==> src/rtl/seg7_scan_mux_if.sv <==
// Display-driver bundle: value/config inputs toward the scanner, segment and digit-select pins back.
// master = datapath side, slave = seg7_scan_mux.
interface seg7_scan_mux_if #(
  parameter int DIGITS = 4
);
  logic [4*DIGITS-1:0] value;
  logic                load;
  logic                En;
  logic                enSet;
  logic [DIGITS-1:0]   blinkMask;
  logic                hexMode;
  logic                blankLZ;
  logic [0:6]          out;
  logic [DIGITS-1:0]   an;

  modport master (
    output value, load, En, enSet, blinkMask, hexMode, blankLZ,
    input  out, an
  );

  modport slave (
    input  value, load, En, enSet, blinkMask, hexMode, blankLZ,
    output out, an
  );
endinterface

==> src/rtl/seg7_scan_mux.sv <==
// seg7_scan_mux: time-multiplexed 7-seg driver with double-buffered value, hex/LZ/blink, dead time.
// out/an registered 1 clk after scan state; no backpressure, load is accepted every cycle.
module seg7_scan_mux #(
  parameter int DIGITS       = 4,
  parameter int SCAN_DIV     = 50000,
  parameter int DEAD         = 2,
  parameter int BLINK_FRAMES = 100
) (
  input  logic           clk,
  input  logic           rst_n,
  seg7_scan_mux_if.slave bus
);
  localparam int CW = $clog2(SCAN_DIV);
  localparam int IW = $clog2(DIGITS);
  localparam int FW = (BLINK_FRAMES > 1) ? $clog2(BLINK_FRAMES) : 1;
  localparam logic [CW-1:0]     SCAN_LAST  = CW'(SCAN_DIV - 1);
  localparam logic [CW-1:0]     DEAD_C     = CW'(DEAD);
  localparam logic [IW-1:0]     IDX_LAST   = IW'(DIGITS - 1);
  localparam logic [FW-1:0]     FRAME_LAST = FW'(BLINK_FRAMES - 1);
  localparam logic [DIGITS-1:0] ONE_HOT0   = DIGITS'(1);

  logic [CW-1:0]       scan_cnt;
  logic [IW-1:0]       idx;
  logic [FW-1:0]       frame_cnt;
  logic                blink_phase;
  logic [4*DIGITS-1:0] shadow;
  logic [4*DIGITS-1:0] disp;
  logic [0:6]          out_q;
  logic [DIGITS-1:0]   an_q;

  logic                scan_tc;
  logic                frame_bnd;
  logic [3:0]          cur_nib;
  logic [DIGITS-1:0]   lz_mask;
  logic                zero_above;
  logic                cur_blank;

  function automatic logic [0:6] decode(input logic [3:0] d, input logic hex);
    logic [0:6] seg;
    case (d)
      4'd0:    seg = 7'b0000001;
      4'd1:    seg = 7'b1001111;
      4'd2:    seg = 7'b0010010;
      4'd3:    seg = 7'b0000110;
      4'd4:    seg = 7'b1001100;
      4'd5:    seg = 7'b0100100;
      4'd6:    seg = 7'b0100000;
      4'd7:    seg = 7'b0001111;
      4'd8:    seg = 7'b0000000;
      4'd9:    seg = 7'b0000100;
      4'd10:   seg = hex ? 7'b0001000 : 7'b1111110;
      4'd11:   seg = hex ? 7'b1100000 : 7'b1111110;
      4'd12:   seg = hex ? 7'b0110001 : 7'b1111110;
      4'd13:   seg = hex ? 7'b1000010 : 7'b1111110;
      4'd14:   seg = hex ? 7'b0110000 : 7'b1111110;
      default: seg = hex ? 7'b0111000 : 7'b1111110;
    endcase
    return seg;
  endfunction

  assign scan_tc   = (scan_cnt == SCAN_LAST);
  assign frame_bnd = scan_tc && (idx == IDX_LAST);
  assign cur_nib   = disp[{idx, 2'b00} +: 4];

  // lz_mask[i]: nibbles i..DIGITS-1 are all zero; digit 0 never qualifies.
  always_comb begin
    zero_above = 1'b1;
    lz_mask    = '0;
    for (int i = DIGITS - 1; i >= 1; i--) begin
      zero_above = zero_above & (disp[4*i +: 4] == 4'd0);
      lz_mask[i] = zero_above;
    end
  end

  assign cur_blank = !bus.En
                   || (bus.blankLZ && lz_mask[idx])
                   || (bus.enSet && bus.blinkMask[idx] && blink_phase);

  always_ff @(posedge clk or negedge rst_n) begin
    if (!rst_n) begin
      scan_cnt    <= '0;
      idx         <= '0;
      frame_cnt   <= '0;
      blink_phase <= 1'b0;
      shadow      <= '0;
      disp        <= '0;
      out_q       <= '1;
      an_q        <= '1;
    end else begin
      if (scan_tc) begin
        scan_cnt <= '0;
        idx      <= (idx == IDX_LAST) ? '0 : idx + 1'b1;
      end else begin
        scan_cnt <= scan_cnt + 1'b1;
      end

      // Display copy only moves at the frame boundary, so a frame never mixes two values.
      if (frame_bnd) begin
        disp <= shadow;
        if (frame_cnt == FRAME_LAST) begin
          frame_cnt   <= '0;
          blink_phase <= !blink_phase;
        end else begin
          frame_cnt <= frame_cnt + 1'b1;
        end
      end

      if (bus.load) begin
        shadow <= bus.value;
      end

      out_q <= cur_blank ? 7'b1111111 : decode(cur_nib, bus.hexMode);
      an_q  <= (bus.En && (scan_cnt >= DEAD_C)) ? ~(ONE_HOT0 << idx) : '1;
    end
  end

  assign bus.out = out_q;
  assign bus.an  = an_q;
endmodule
==> src/flat_wrapper.sv <==
// flat-port wrapper written by rule: the top's interface ports become plain ports
module seg7_scan_mux_flat 
#(
  parameter int DIGITS       = 4,
  parameter int SCAN_DIV     = 50000,
  parameter int DEAD         = 2,
  parameter int BLINK_FRAMES = 100
)
  (clk, rst_n, bus_value, bus_load, bus_En, bus_enSet, bus_blinkMask, bus_hexMode, bus_blankLZ, bus_out, bus_an);
  seg7_scan_mux_if #(.DIGITS(DIGITS)) bus_i ();
  input  logic clk;
  input  logic rst_n;
  input wire logic [$bits(bus_i.value)-1:0] bus_value;
  input wire logic [$bits(bus_i.load)-1:0] bus_load;
  input wire logic [$bits(bus_i.En)-1:0] bus_En;
  input wire logic [$bits(bus_i.enSet)-1:0] bus_enSet;
  input wire logic [$bits(bus_i.blinkMask)-1:0] bus_blinkMask;
  input wire logic [$bits(bus_i.hexMode)-1:0] bus_hexMode;
  input wire logic [$bits(bus_i.blankLZ)-1:0] bus_blankLZ;
  output wire logic [$bits(bus_i.out)-1:0] bus_out;
  output wire logic [$bits(bus_i.an)-1:0] bus_an;
  assign bus_i.value = bus_value;
  assign bus_i.load = bus_load;
  assign bus_i.En = bus_En;
  assign bus_i.enSet = bus_enSet;
  assign bus_i.blinkMask = bus_blinkMask;
  assign bus_i.hexMode = bus_hexMode;
  assign bus_i.blankLZ = bus_blankLZ;
  assign bus_out = bus_i.out;
  assign bus_an = bus_i.an;
  seg7_scan_mux #(.DIGITS(DIGITS), .SCAN_DIV(SCAN_DIV), .DEAD(DEAD), .BLINK_FRAMES(BLINK_FRAMES)) u_core (.clk(clk), .rst_n(rst_n), .bus(bus_i));
endmodule
==> config.mk <==
export PLATFORM = sky130hd
export DESIGN_NAME = seg7_scan_mux_flat
export DESIGN_NICKNAME = d
export VERILOG_FILES = /design/src/rtl/seg7_scan_mux_if.sv /design/src/rtl/seg7_scan_mux.sv /design/src/flat_wrapper.sv
export SDC_FILE = /design/constraint.sdc
export NUM_CORES = 1
export LEC_CHECK = 0
export ABC_AREA = 0
export BUFFER_PORTS_ARGS = -buffer_cell sky130_fd_sc_hd__buf_2
export CORE_ASPECT_RATIO = 0.75
export CORE_MARGIN = 2
export CORE_UTILIZATION = 35
export DETAILED_ROUTE_END_ITERATION = 16
export GPL_TIMING_DRIVEN = 1
export PLACE_DENSITY = 0.65
export SYNTH_ARGS = -nofsm -noshare
export SYNTH_HDL_FRONTEND = slang
export SYNTH_SLANG_ARGS = --single-unit
==> constraint.sdc <==
create_clock -name clk -period 2 [get_ports clk]
set_clock_uncertainty 0.2 [all_clocks]
set_input_delay 0.2 -clock clk [delete_from_list [all_inputs] [get_ports clk]]
set_output_delay 0.2 -clock clk [all_outputs]
set_load 0.02 [all_outputs]
Word level (Yosys, flattened, before mapping)
Cells that the tools add are included.
{ "totals": {"mem_bits_rw": 0, "mem_bits_ro": 0, "out_inout_bits": 11, "ff_bits": 69, "latchBits": 0, "mem_count": 0, "wordCells": 65, "in_bits": 27} }
{ "classes": {"div": 0, "order_cmp": 2, "shifts": 2, "bitwise_logic": 3, "reduce_logical": 14, "n_addsub": 3, "n_mul": 0, "muxes": 16, "n_eq_ne": 17} }
{ "ops": {"columns": ["op", "n"], "rows": [
  ["$pmux 7 s15", 1],
  ["$mux 7", 6],
  ["$eq 4x4->1 const B", 7],
  ["$add 16x1->16 const B", 1],
  ["$eq 16x16->1 const B", 1],
  ["$eq 4x3->1 const B", 4],
  ["$ge 16x2->1 const B", 1],
  ["$logic_not 4->1", 4],
  ["$mux 16", 1],
  ["$shiftx 16x5->4", 1],
  ["$eq 4x2->1 const B", 2],
  ["$add 7x1->7 const B", 1],
  ["$eq 7x7->1 const B", 1],
  ["$mux 6", 1],
  ["$logic_and 1x1->1", 5],
  ["$mux 5", 1],
  ["$bmux 1 s2", 2],
  ["$eq 4x1->1 const B", 1],
  ["$mux 4", 1],
  ["$not 4->4", 1],
  ["$shl 1x2->4 const A", 1],
  ["$lt 2x3->1 const B", 1],
  ["$add 2x1->2 const B", 1],
  ["$and 1x1->1", 2],
  ["6 further kinds", 9]
]} }

Logic depth before layout (Yosys ltp)
{ "logic_depth": {"depth_word": 9, "ltp_mapped": 7, "mapped_depth_nobuf": 6} }

Least setup slack after synthesis
No wires, ideal clock.
{ "synth_path": {"kind": "register to register", "from": "register u_core.scan_cnt[13]", "to": "register u_core.disp[10]", "t_required_ps": 1675, "n_path_buf": 1, "setup_time_ps": 125, "stages_incl_launch_ff": 6, "arrival_ps": 1869, "path_slack_ps": -193, "synth_period_minus_slack_ps": 2193, "cell_sequence": "dfrtp_1 -> or4_1 -> and4bb_4 -> and2_4 -> clkbuf_8 -> mux2_2"} }
{ "synth_between": {"elab_chain_len": 2} }
{ "synth_lines": {"columns": ["element", "line_no", "text"], "rows": [
  ["start: declaration", "seg7_scan_mux.sv:22", "logic [CW-1:0] scan_cnt;"],
  ["start signal: assignment", "seg7_scan_mux.sv:94", "scan_cnt <= scan_cnt + 1'b1;"],
  ["$eq 16x16->1", "seg7_scan_mux.sv:61", "assign scan_tc = (scan_cnt == SCAN_LAST);"],
  ["$logic_and 1x1->1", "seg7_scan_mux.sv:62", "assign frame_bnd = scan_tc && (idx == IDX_LAST);"],
  ["end signal: assignment", "seg7_scan_mux.sv:99", "disp <= shadow;"],
  ["end: declaration", "seg7_scan_mux.sv:27", "logic [4*DIGITS-1:0] disp;"]
]} }
No other way between the ends.
A chain may end at the register's enable or synchronous reset.

Final worst setup path
{ "layout_path": {"from": "register u_core.scan_cnt[13]", "to": "register u_core.disp[12]"} }
The elaborated chain is that of the path after synthesis.

==> qor.tcl <==
set qor(clock_insertion_delay_worst_skew_ps) 320
set qor(setup_repair_after_global_routing_missed_its_margin) {true}
set qor(worst-endpoint-arrival_ps) 2210
set qor(worst_setup_path_end_kind) {flip-flop}
set qor(ctsLongestPathBuffers) 2
set qor(synth-seq-cells) 69
set qor(startpoint_type) {flip-flop}
set qor(critical_path.max_stage_delay_ps) 540
set qor(clk_pin_slew_worst_paths_ps) 60
set qor(routed_wire_length_per_instance_um) 14.7
set qor(drc) 0
set qor(final_core_util_pct) 51.1
set qor(ys_async_sr_fraction_pct) 100
set qor(firstDrtPassIters) 4
set qor(initial_utilization_pct) 36.2
set qor(finalSetupViolations) 45
set qor(clock_tree_from_tritoncts) {yes}
set qor(run_status) {finished, violations left}
set qor(clkSinkCount) 69
set qor(core-area_um2) 9080
set qor(synth_cells) 270
set qor(worst_hold_path_type) {input port to flip-flop}
set qor(grt_start_max_net_pins) 51
set qor(layout-area-overhead-vs-synth_pct) 41.0
set qor(wire_length_after_detailed_routing_um) 7410
set qor(gp_congestion) 0.834
set qor(synth_compound_gate_area_share_pct) 6.31
set qor(final-hold-violation-count) 0
set qor(antenna_violating_nets_post_route) 0
set qor(quantity_of_i_o_buffers_inserted_on_ports) 37
set qor(detailedRoute.firstIterationViolations) 106
set qor(drt-vias-per-instance) 4.81
set qor(cts-htree-levels) 3
set qor(globalRouteTotalUtil_pct) 15.2
set qor(drv_cap) 0
set qor(nNetsFinal) 405
set qor(power.density_nw_per_um2) 716
set qor(num-fill-cells) 801
set qor(wire_length_of_the_first_global_routing_pass_um) 11900
set qor(antenna-diode-count) 0
set qor(worstPathMaxFanout) 16
set qor(ctsRootBufferMaster) {clkbuf_16}
set qor(netlist_area_um2) 3290
set qor(yosys_warnings) 0
set qor(synth_fa_ha_area_share_pct) 2.66
set qor(number_of_buffers_created_by_cts) 9
set qor(syn-mean-instance-area_um2) 12.2
set qor(synth_top_family_by_area) {multiplexers}
set qor(worst_setup_slack_after_layout_ps) -207
set qor(timing_worst_setup_path_type) {flip-flop to flip-flop}
set qor(die_width_um) 116
set qor(fmaxAchievable_mhz) 453
set qor(final_layout_size_suffix_gt1_share_pct) 47.6
set qor(design.die.area_um2) 10200
set qor(antenna_found_initial) 0
set qor(route.vias.total) 2422
set qor(share_of_the_clock_period_used_by_the_worst_path_pct) 110
set qor(synthSimpleGateAreaFrac_pct) 14.4
set qor(failed_checks) {setup timing}
set qor(setup_tns_ps) -5880
set qor(first_global_vias) 2368
set qor(die_y_um) 88.0
set qor(yosys_most_used_dff) {dfrtp_1}
set qor(tightestPinTransition_ps) 483
set qor(crit_chain) {or4_4 -> and4bb_4 -> and2_4 -> buf_12 -> mux2_2}
set qor(yosysSeqAreaShare_pct) 52.9
set qor(worst_path_max_delay_cell) {or4_4}
set qor(post_synth_xor_area_fraction_pct) 4.79
set qor(maxSlewHeadroom_pct) 67.8
set qor(synth_mux_area_share_pct) 16.3
set qor(cellLeakagePower_nw) 2.08
set qor(synthesis.nets) 304
set qor(final-max-slew-violation-count) 0
set qor(critical_path_required_ps) 2010
set qor(half_perimeter_wire_length_of_the_detailed_placement_result_um) 5100
set qor(grt-ovfl-total) 0
set qor(synth_enable_flop_cells) 0
set qor(yosys.cell_types.count) 49
set qor(ir_worst_vdd_mv) 0.435
set qor(holdWs_ps) 67.8
set qor(placementRows) 30
set qor(period_minus_slack_ps) 2210
set qor(boundaryPins) 38
-- repair_timing --
action | in CTS | in global routing
setup buffers | 4 | 6
setup endpoints to repair | 43 | 46
pin swaps | 12 | 11
resized for setup | 22 | 20
hold buffers | 18 | 0
endpoints found under the hold margin | 36 | 0
-- kinds of logic after synthesis --
kind of cell | count (synthesis)
AO/OA/AOI/OAI | 31
XOR/XNOR | 18
adder cells (fa/ha/maj) | 7
buffers and inverters | 13
flip-flops | 69
multiplexers | 43
AND/OR/NAND/NOR | 89
-- final cells by class --
cell class	instances	area, µm²	area share, %
sequential	69	1740	37.5
multi-input combinational	188	1620	34.8
timing repair buffer	100	791	17.0
clock buffer	9	225	4.85
tap	128	160	3.45
clock inverter	7	97.6	2.10
inverter	3	11.3	0.243
-- critical path, delay by kind of cell, from the launching register on --
family                 cells  cell delay [ps]
flip-flops                 1              380
multiplexers               1              340
buffers and inverters      1              150
AND/OR/NAND/NOR            3             1020
-- layout by cell type, fill, tap and decap left out, types with 3 or more instances in the layout --
master         count
dfstp_2           11
and3_1             3
buf_12             4
dlygate4sd3_1     18
mux2i_1            3
clkbuf_16          9
nor2_1            18
buf_4             31
mux2_4             7
dfrtp_1           58
xnor2_1           11
nor3_1             4
nand4_1            6
buf_2             37
a21oi_1            5
inv_1              3
nand3_1            7
buf_6             10
nand2_2            3
mux4_2             5
xor2_1             7
nand3_2            4
nand2_1           19
o21ai_0            5
ha_1               7
nor4_1             4
mux2_2            28
nor2_4             3
and2_1             3
-- synth_stat cells, types with 6 or more instances --
master | instances | area, µm²
o21ai_0 | 8 | 40.0
mux2_2 | 35 | 394
nor2_1 | 20 | 75.1
nand2_1 | 22 | 82.6
xnor2_1 | 11 | 96.3
dfstp_2 | 11 | 289
dfrtp_1 | 58 | 1450
nand4_1 | 6 | 37.5
a21oi_1 | 6 | 30.0
xor2_1 | 7 | 61.3
nand3_1 | 11 | 55.1
ha_1 | 7 | 87.6
-- state kept, by name, summed over array words and instances, names as in the netlist --
register and count:
u_core.shadow 16, u_core.frame_cnt 7, u_core.scan_cnt 16, u_core.disp 16, u_core.bus.an 4, u_core.blink_phase 1, u_core.idx 2, u_core.bus.out 7
-- final timing paths --
path / endpoint / startpoint / cells after the start / slack (ps)
max: u_core.disp[12] / u_core.scan_cnt[13] / 5 / -210
min: u_core.bus.an[2] / bus_En / 3 / 70
max reg2reg: u_core.disp[12] / u_core.scan_cnt[13] / 5 / -210
min reg2reg: u_core.frame_cnt[5] / u_core.frame_cnt[5] / 1 / 290
max in group asynchronous: u_core.bus.out[6] / rst_n / 3 / 750
min in group asynchronous: u_core.shadow[9] / rst_n / 2 / 170
-- power breakdown --
part | total [mW] | internal (mW) | switching [mW]
Combinational | 0.163 | 0.0873 | 0.0754
Clock | 1.70 | 1.10 | 0.599
Sequential | 1.46 | 1.44 | 0.0212
Total | 3.32 | 2.63 | 0.696
-- metal layers --
metal	GRT usage [%]	vias to the layer above	routed length, µm
li1	-	1179	-
met1	22.0	1187	3690
met2	22.6	45	3350
met3	3.18	11	260
met4	5.63	0	110
met5	0	-	0
-- metrics by stage --
step	instances	setup slack, ps	cell area (µm²)	total power, mW
after detailed placement	461	-201	3920	1.62
after floorplan	270	-193	3330	1.54
after global placement	461	-168	3920	1.62
final	504	-207	4640	3.32
after global routing	504	-264	4640	3.44
after CTS	498	-199	4520	3.37
No activity file was read; power rests on OpenSTA's default activity.
